<file path="src/rtl/datapath_regs.sv">
// -----------------------------------------------------------------------------
// datapath_regs
//   Register bank plus shared-bus datapath driven by the processor control FSM.
//   Holds PC, IR, DAR, AC, R and R1-R5. The FSM picks one bus source with
//   i_read_en, loads registers with one-hot i_write_en strobes and bumps
//   registers with i_inc_en strobes. Memory/ALU ports are views of registers.
//
// Ports
//   i_clk          system clock
//   i_reset        synchronous, active-high; clears every register
//   i_read_en      [3:0]   bus source code
//   i_write_en     [15:0]  register load strobes (bit11 = data memory write)
//   i_inc_en       [7:0]   register increment strobes
//   i_alu_result   ALU output, alternate AC load source
//   i_iram_rdata   instruction memory read data
//   i_dram_rdata   data memory read data
//   o_iram_addr    PC
//   o_dram_addr    DAR
//   o_dram_wdata   AC
//   o_dram_we      data memory write strobe (same cycle as write_en[11])
//   o_alu_a        AC
//   o_alu_b        R
//   o_instruction  IR
//   o_z            {0..0, AC==0}
//   o_bus          current bus value
// -----------------------------------------------------------------------------

// One register of the bank: load beats increment, increment wraps.
module datapath_regs_cell #(
    parameter int W = 16
) (
    input  logic         i_clk,
    input  logic         i_reset,
    input  logic         i_ld,
    input  logic [W-1:0] i_ld_data,
    input  logic         i_inc,
    output logic [W-1:0] o_q
);
    logic [W-1:0] r_q;

    always_ff @(posedge i_clk) begin
        if (i_reset)    r_q <= '0;
        else if (i_ld)  r_q <= i_ld_data;
        else if (i_inc) r_q <= r_q + 1'b1;
    end

    assign o_q = r_q;
endmodule

module datapath_regs #(
    parameter int DATA_W = 16,
    parameter int ADDR_W = 16
) (
    input  logic              i_clk,
    input  logic              i_reset,
    input  logic [3:0]        i_read_en,
    input  logic [15:0]       i_write_en,
    input  logic [7:0]        i_inc_en,
    input  logic [DATA_W-1:0] i_alu_result,
    input  logic [DATA_W-1:0] i_iram_rdata,
    input  logic [DATA_W-1:0] i_dram_rdata,
    output logic [ADDR_W-1:0] o_iram_addr,
    output logic [ADDR_W-1:0] o_dram_addr,
    output logic [DATA_W-1:0] o_dram_wdata,
    output logic              o_dram_we,
    output logic [DATA_W-1:0] o_alu_a,
    output logic [DATA_W-1:0] o_alu_b,
    output logic [DATA_W-1:0] o_instruction,
    output logic [DATA_W-1:0] o_z,
    output logic [DATA_W-1:0] o_bus
);
    // Bank slot numbering
    localparam int NREG = 10;
    localparam int PC   = 0;
    localparam int IR   = 1;
    localparam int DAR  = 2;
    localparam int AC   = 3;
    localparam int RR   = 4;
    localparam int R1   = 5;  // R1..R5 occupy slots 5..9

    logic [NREG-1:0]             w_ld;
    logic [NREG-1:0]             w_inc;
    logic [NREG-1:0][DATA_W-1:0] w_ld_data;
    logic [NREG-1:0][DATA_W-1:0] w_q;
    logic [DATA_W-1:0]           w_bus;

    // Bus source mux; unmapped codes read as zero.
    always_comb begin
        w_bus = '0;
        case (i_read_en)
            4'd2:    w_bus = w_q[DAR];
            4'd5:    w_bus = w_q[AC];
            4'd6:    w_bus = w_q[RR];
            4'd7:    w_bus = w_q[R1];
            4'd8:    w_bus = w_q[R1+1];
            4'd9:    w_bus = w_q[R1+2];
            4'd10:   w_bus = w_q[R1+3];
            4'd11:   w_bus = w_q[R1+4];
            4'd12:   w_bus = i_dram_rdata;
            4'd13:   w_bus = i_iram_rdata;
            default: w_bus = '0;
        endcase
    end

    // Strobe decode. AC has two load sources; the ALU strobe takes priority.
    always_comb begin
        w_ld      = '0;
        w_inc     = '0;
        w_ld_data = '{default: w_bus};

        w_ld[PC]  = i_write_en[1];
        w_ld[DAR] = i_write_en[2];
        w_ld[IR]  = i_write_en[3];
        w_ld[AC]  = i_write_en[4] | i_write_en[13];
        w_ld[RR]  = i_write_en[5];
        for (int k = 0; k < 5; k++)
            w_ld[R1+k] = i_write_en[6+k];

        if (i_write_en[13])
            w_ld_data[AC] = i_alu_result;

        w_inc[PC]   = i_inc_en[1];
        w_inc[AC]   = i_inc_en[2];
        w_inc[DAR]  = i_inc_en[3];
        w_inc[R1]   = i_inc_en[4];
        w_inc[R1+1] = i_inc_en[5];
        w_inc[R1+2] = i_inc_en[6];
    end

    // Strobe bits with no function in this block.
    logic w_unused;
    assign w_unused = ^{i_write_en[0], i_write_en[12], i_write_en[15:14],
                        i_inc_en[0], i_inc_en[7]};

    for (genvar g = 0; g < NREG; g++) begin : g_reg
        datapath_regs_cell #(.W(DATA_W)) u_cell (
            .i_clk     (i_clk),
            .i_reset   (i_reset),
            .i_ld      (w_ld[g]),
            .i_ld_data (w_ld_data[g]),
            .i_inc     (w_inc[g]),
            .o_q       (w_q[g])
        );
    end

    assign o_bus         = w_bus;
    assign o_dram_we     = i_write_en[11];
    assign o_iram_addr   = ADDR_W'(w_q[PC]);
    assign o_dram_addr   = ADDR_W'(w_q[DAR]);
    assign o_dram_wdata  = w_q[AC];
    assign o_alu_a       = w_q[AC];
    assign o_alu_b       = w_q[RR];
    assign o_instruction = w_q[IR];
    assign o_z           = {{(DATA_W-1){1'b0}}, (w_q[AC] == '0)};
endmodule

</file>
<file path="config.mk">
export PLATFORM = sky130hd
export DESIGN_NAME = datapath_regs
export DESIGN_NICKNAME = d
export VERILOG_FILES = /design/src/rtl/datapath_regs.sv
export SDC_FILE = /design/constraint.sdc
export NUM_CORES = 1
export LEC_CHECK = 0
export BUFFER_PORTS_ARGS = -buffer_cell sky130_fd_sc_hd__buf_2
export CORE_UTILIZATION = 28
export DETAILED_ROUTE_END_ITERATION = 10
export PLACE_DENSITY = 0.53
export SLEW_MARGIN = 20
export SYNTH_ARGS = -nofsm -noshare
export SYNTH_HDL_FRONTEND = slang
export SYNTH_SLANG_ARGS = --single-unit
</file>
<file path="constraint.sdc">
create_clock -name i_clk -period 1.9 [get_ports i_clk]
set_input_delay 0.285 -clock i_clk [delete_from_list [all_inputs] [get_ports i_clk]]
set_output_delay 0.285 -clock i_clk [all_outputs]
set_load 0.05 [all_outputs]
</file>
==> results.ini, run 1 <==
[run_status]
outcome = finished with violations
violations = setup timing

[clocking]
htree_levels = 4
cts_made_buffers = 17
cts_tree = done
cts-root-buf = clkbuf_16
cts.sink_count = 160
clockBufferDepth = 2
clk_pin_slew_ns = 0.07
clk_latency_ns = 0.44

[placed_design]
place_inst = 1785
dpl_cell_area_um2 = 11700
port_buffers = 183
place_congestion = 1.02
place.detailed.hpwl_mm = 30.9

[global_routing]
grt_pass1_wl_mm = 59.8
grt-ovfl-total = 0
antenna_found_initial = 0
grt_pass1_vias = 9039
globalRouteTotalUtil_pct = 24.3
grt_max_degree = 44

[critical_path]
end_kind = output pin
crit_path_cell_trace = a22oi_2 > o22ai_4 > a2111oi_4 > buf_4 > inv_2 > buf_8
worstPathArrival_ns = 1.93
cp.required_ns = 1.62
worst_path_max_delay_cell = a2111oi_4
cp_slowest_stage_delay_ns = 0.43
cp-start-kind = flip-flop
path_class = reg2out
worst-path-max-fanout = 2

[timing]
final-hold-violation-count = 0
min_period_over_period_pct = 116
setup_viol = 18
setup_ws_ns = -0.313
max_freq_mhz = 452
fin_crit_ns = 2.21
rsz0062_at_grt = yes
slew_headroom_pct = 52.7
fin_hold_ws_ns = 0.110
tightest_slew_ns = 0.709
slew_viol_final = 0
skew_ns = 0.0130

[cells_and_area]
post-route-util_pct = 41.9
instances_no_fill = 1861
largest_register_ffs = 160
multi_input_area_um2 = 5970
regArea_um2 = 3280
antenna_cells = 0
finalNetCount = 1491
synthToLayoutAreaGrowth_pct = 47.5
drive_gt1_share_pct = 46.6
n_fill_cell = 3341
final_area_um2 = 13600

[synthesis]
synthCells = 1084
yosys-top-cells-area = dfxtp_1 (35%), a211oi_1 (6.6%), nor2_1 (5.3%)
synth-seq-cells = 160
synthesis.area_um2 = 9240
async_reset_ff_share_pct = 0
ys_warn_count = 0
synth_edf_count = 0
ys_types = 75
synth.largest_area_cell = dfxtp_1
seq_area_frac_synth_pct = 34.7
synth.top_cell.area_share_pct = 34.7
synth_flop_cell = dfxtp_1
postSynthAreaPerCell_um2 = 8.52

[die]
io_pins = 207
floorplan.initialDensity_pct = 28.4
placementRows = 66
die_h_um = 184
fp.dieW_um = 184
die_area_um2 = 33700
core-area_um2 = 32500

[pwr]
power_frac_comb_pct = 28.2
power_density_nw_per_um2 = 776
clockPowerShare_pct = 35.4
switchingPower_w = 0.00375
p_seq_share_pct = 36.4
ir_worst_vdd_uv = 575
p_leak_nw = 5.56
internal-power_w = 0.00682
swShare_pct = 35.5

[routing]
dr.pass1.iters = 5
vias = 9697
wl_per_cell_um = 22.3
ant_nets = 0
drt_iter0_markers = 770
drc = 0
vias_per_cell = 5.21
wl_mm = 41.5

[worst_hold_path]
hold_class = in2reg

[job]
cap_violations = 0

[cell families (layout without fill, tap and decap cells)]
kind of cell | count (synthesis) | count (layout) | synth area share [%]
flip-flops | 160 | 160 | 34.7
buffers and inverters | 151 | 472 | 8.74
other | 1 | 15 | 0.0406
AND/OR/NAND/NOR | 360 | 360 | 20.0
XOR/XNOR | 83 | 83 | 7.87
multiplexers | 40 | 40 | 4.48
adder cells (fa/ha/maj) | 7 | 7 | 0.948
AO/OA/AOI/OAI | 282 | 282 | 23.2
[layer usage]
metal / vias to the layer above / global-route usage [%] / routed length [um]
met1: 4692 / 33.7 / 19100
met3: 64 / 3.78 / 2540
met4: 0 / 8.43 / 1430
met2: 368 / 37.9 / 18400
li1: 4573 / - / -
met5: - / 0 / 0
[power groups by stage]
stage	clock network, W	logic [W]	registers, W
after global routing	0.00395	0.00313	0.00387
after CTS	0.00380	0.00287	0.00383
after floorplan	0	0.00123	0.00423
after detailed placement	0	0.00259	0.00390
after global placement	0	0.00258	0.00390
final	0.00374	0.00298	0.00385
[cell type report]
type                       instances  share of cell area, %
multi-input combinational        787                   43.8
sequential                       160                   24.1
timing repair buffer             409                   22.4
tap                              442                   4.06
clock buffer                      17                   3.12
clock inverter                    15                   1.44
inverter                          31                   1.07
[stage by stage]
stage / power (W) / TNS [ns] / setup slack, ns
after floorplan: 0.00546 / 0 / 0.00124
after global placement: 0.00648 / -49.37 / -0.567
after detailed placement: 0.00648 / -46.90 / -0.534
after CTS: 0.0105 / -3.77 / -0.376
after global routing: 0.0109 / -4.20 / -0.371
final: 0.0106 / -3.39 / -0.313
[cells in the mapped netlist, types with 26 or more instances]
| library cell | number |
|---|---|
| nor2_1 | 131 |
| mux2i_1 | 29 |
| buf_4 | 45 |
| xor2_1 | 39 |
| inv_1 | 26 |
| a21oi_1 | 27 |
| o21ai_0 | 28 |
| clkbuf_1 | 49 |
| dfxtp_1 | 160 |
| a22oi_1 | 29 |
| o22ai_1 | 36 |
| nand2_1 | 49 |
| nand4_1 | 35 |
| xnor2_1 | 44 |
| a211oi_1 | 81 |
[critical path, delay by kind of cell, from the launching register on]
| family | cells | cell delay (ns) |
|---|---|---|
| flops | 1 | 0.33 |
| buf+inv | 3 | 0.38 |
| compound gates | 3 | 0.78 |
[worst paths after layout]
kind / from / endpoint / slack, ns / cells after the start
hold reg to reg: g_reg[1].u_cell.o_q[12] / g_reg[1].u_cell.o_q[12] / 0.49 / 2
setup / recovery: g_reg[2].u_cell.o_q[9] / o_bus[9] / -0.31 / 6
hold / removal: i_alu_result[13] / g_reg[3].u_cell.o_q[13] / 0.11 / 3
setup reg to reg: g_reg[3].u_cell.o_q[0] / g_reg[3].u_cell.o_q[12] / 0.07 / 8
[cells in the final DEF (no fill, tap or decap), types with 6 or more instances in the layout]
cell type / instances
buf_4: 200
buf_2: 161
nor2_1: 129
dfxtp_1: 111
a211oi_1: 79
nand2_1: 48
xnor2_1: 44
dfxtp_2: 41
xor2_1: 39
nand4_1: 35
o22ai_1: 28
a21oi_1: 25
a211oi_2: 25
o21ai_0: 25
nand3_1: 23
buf_6: 20
nor3_1: 19
mux2i_1: 18
clkbuf_16: 17
a22oi_2: 16
conb_1: 15
buf_12: 14
a22oi_1: 13
and3_1: 13
inv_1: 12
buf_8: 12
inv_2: 10
and4_1: 9
nand2b_1: 8
clkinvlp_4: 8
o22ai_2: 8
dfxtp_4: 8
mux2i_2: 6
mux2_2: 6
or2_2: 6
ha_1: 6
[repair_timing]
action                                  4_1_cts  5_1_grt
pin swaps                                    39       36
gates cloned                                  3        0
hold buffers                                  0        0
resized for setup                           176       86
endpoints found under the setup margin       22       35
buffers inserted                             38       12
Note: power is estimated with default switching activity, not from simulation.
==> run 2, diff against run 1 <==
--- a/config.mk
+++ b/config.mk
@@ -7,6 +7,7 @@
 export LEC_CHECK = 0
 export BUFFER_PORTS_ARGS = -buffer_cell sky130_fd_sc_hd__buf_2
 export CORE_UTILIZATION = 28
+export CTS_BUF_LIST = sky130_fd_sc_hd__clkbuf_2
 export DETAILED_ROUTE_END_ITERATION = 10
 export PLACE_DENSITY = 0.53
 export SLEW_MARGIN = 20
==> run 2 against run 1 <==
  * The run still ends with setup timing left
  * Combinational power is 5% higher
  * Total power is 13% lower
  * Clock skew is 0.052 ns higher
  * Final cell count is 2.2% higher
  * Non-clock buffer count is 40 higher
  * Sequential cell count stayed put
  * Core utilization is 0.93 points higher
  * Critical path depth stayed put
  * Via count is 2.3% higher
  * Routed wire length is 0.26% higher
  * Critical endpoint is now o_bus[15]
  * Largest power group unchanged
==> results.ini, run 2 (synthesized netlist as in run 1, its figures left out) <==
[run_status]
outcome = finished with violations
violations = setup timing

[clocking]
cts_made_buffers = 17  ; unchanged
clockBufferDepth = 2  ; unchanged
cts_tree = done
clk_latency_ns = 0.79  ; +0.35 ns
htree_levels = 4  ; unchanged
cts-root-buf = clkbuf_2
clk_pin_slew_ns = 0.29  ; +0.22 ns
cts.sink_count = 160  ; unchanged

[pwr]
ir_worst_vdd_uv = 374  ; -35%
p_leak_nw = 5.60  ; +0.80%
power_frac_comb_pct = 34.0  ; +5.8 points
power_density_nw_per_um2 = 662  ; -15%
swShare_pct = 38.9  ; +3.5 points
p_seq_share_pct = 41.8  ; +5.4 points
clockPowerShare_pct = 24.2  ; -11 points
power_w = 0.00921  ; -13%
switchingPower_w = 0.00359  ; -4.3%
internal-power_w = 0.00563  ; -18%

[timing]
fin_crit_ns = 2.62  ; +0.405 ns
max_freq_mhz = 382  ; -15%
rsz0062_at_grt = yes
slew_headroom_pct = 51.3  ; -1.4 points
skew_ns = 0.0647  ; +0.0517 ns
min_period_over_period_pct = 138  ; +21 points
final-hold-violation-count = 0  ; unchanged
slew_viol_final = 0  ; unchanged
setup_viol = 19  ; +1
tightest_slew_ns = 0.731  ; +0.0216 ns
setup_ws_ns = -0.718  ; -0.405 ns

[critical_path]
ff2ff_path_depth = 8  ; unchanged
worst_path_max_delay_cell = a211oi_4
cp.required_ns = 1.62  ; about the same
end_kind = output pin
critPathTopFamily = compound AO/OA/AOI/OAI gates
cp.depth = 6  ; unchanged
crit_path_cell_trace = nor2b_4 > a311oi_2 > a221oi_2 > a211oi_4 > inv_2 > buf_6
worstPathArrival_ns = 2.33  ; +0.40 ns
cp_slowest_stage_delay_ns = 0.44  ; about the same
cp-start-kind = flip-flop
worstPathBufferInverterCount = 2  ; -1
path_class = reg2out
worst-path-max-fanout = 3  ; +1

[die]
die_area_um2 = 33700  ; unchanged
die_h_um = 184  ; unchanged
floorplan.initialDensity_pct = 28.4  ; unchanged
core-area_um2 = 32500  ; unchanged
placementRows = 66  ; unchanged
io_pins = 207  ; unchanged
fp.dieW_um = 184  ; unchanged

[cells_and_area]
layout_common_cells = buf_4 (230), nor2_1 (128), buf_2 (96)
synthToLayoutAreaGrowth_pct = 50.8
instances_no_fill = 1902  ; +2.2%
finalNetCount = 1531  ; +2.7%
drive_gt1_share_pct = 46.8  ; +0.23 points
final_common_cell = buf_4
final_area_um2 = 13900  ; +2.2%
largest_register_ffs = 160  ; unchanged

[global_routing]
grt_pass1_wl_mm = 59.9  ; about the same
globalRouteTotalUtil_pct = 24.2  ; -0.078 points
grt-ovfl-total = 0  ; unchanged
antenna_found_initial = 1  ; +1
grt_pass1_vias = 9176  ; +1.5%
grt_max_degree = 44  ; unchanged

[routing]
wl_per_cell_um = 21.9  ; -1.9%
drc = 0  ; unchanged
wl_met2_mm = 18.8  ; +1.9%
wl_mm = 41.7  ; +0.26%
vias_per_cell = 5.21  ; about the same
wl_met3_mm = 2.68  ; +5.4%
wl_met1_mm = 18.9  ; -1.4%
ant_nets = 0  ; unchanged
top_layer = met4
vias = 9918  ; +2.3%
dr.pass1.iters = 6  ; +1
drt_iter0_markers = 694  ; -9.9%

[worst_hold_path]
hold_class = in2reg
hold_depth = 3  ; unchanged

[job]
cap_violations = 0  ; unchanged

[placed_design]
place.detailed.hpwl_mm = 30.9  ; unchanged
port_buffers = 183  ; unchanged
dpl_cell_area_um2 = 11700  ; unchanged
place_inst = 1785  ; unchanged
place_congestion = 1.02  ; unchanged

run 2: cell count changes in the layout (fill, tap and decap cells not counted), moves of 17 or more:
cell / delta
buf_2: -65
dlygate4sd3_1: +41
dfxtp_1: -35
buf_4: +30
buf_6: +20
dfxtp_2: +20
clkbuf_16: -17
clkbuf_2: +17
run 2: cell type report:
class	instances	area (um^2)
multi-input cells	787	5910
clock buffers	17	85.1
inverters	31	143
well taps	442	553
clock inverters	15	196
diodes	1	2.50
fillers	3314	18600
flip-flops and latches	160	3370
repair buffers	449	3670
run 2: worst reg2reg max path, stage by stage, from the launching register on:
cell and delay (ns):
dfxtp_4 0.43, nor2b_4 0.13, a311oi_2 0.22, a221oi_2 0.10
a211oi_4 0.44, buf_4 0.19, buf_4 0.10, buf_6 0.10
o22ai_2 0.08
run 2: power groups by stage:
stage	clock [W]	combinational, W	sequential (W)
after detailed placement	0	0.00259	0.00390
after global routing	0.00243	0.00329	0.00388
after global placement	0	0.00258	0.00390
after floorplan	0	0.00123	0.00423
after CTS	0.00230	0.00298	0.00384
final	0.00223	0.00313	0.00385
run 2: path summary, 6_finish.rpt:
| path | end | slack, ns | startpoint |
|---|---|---|---|
| max | o_bus[15] | -0.72 | g_reg[6].u_cell.o_q[15] |
| min | g_reg[8].u_cell.o_q[3] | 0.11 | i_write_en[9] |
| max reg2reg | g_reg[5].u_cell.o_q[15] | 0.02 | g_reg[6].u_cell.o_q[15] |
| min reg2reg | g_reg[1].u_cell.o_q[1] | 0.50 | g_reg[1].u_cell.o_q[1] |
run 2: stage by stage:
stage / worst slack [ns] / hold WS (ns) / TNS [ns] / utilization [%]
floorplan: 0.00124 / 0.422 / 0 / -
global placement: -0.567 / 0.474 / -49.37 / 35.9
detailed placement: -0.534 / 0.477 / -46.90 / 35.9
CTS: -0.827 / 0.0157 / -11.82 / 41.3
global route: -0.839 / 0.0316 / -12.24 / 42.8
finish: -0.718 / 0.106 / -9.64 / 42.8
run 2: repair_timing:
| action | 4_1_cts | 5_1_grt |
|---|---|---|
| pin swaps | 39 | 43 |
| gates cloned | 0 | 0 |
| hold buffers | 41 | 0 |
| gates resized for setup | 255 | 129 |
| setup buffers | 42 | 16 |
| hold endpoints to repair | 111 | 0 |
| setup endpoints to repair | 89 | 74 |
run 2: routing by layer:
layer,up-vias,track usage [%]
met5,-,0
met4,0,8.17
met3,53,4.04
met2,400,38.2
met1,4804,33.3
li1,4661,-
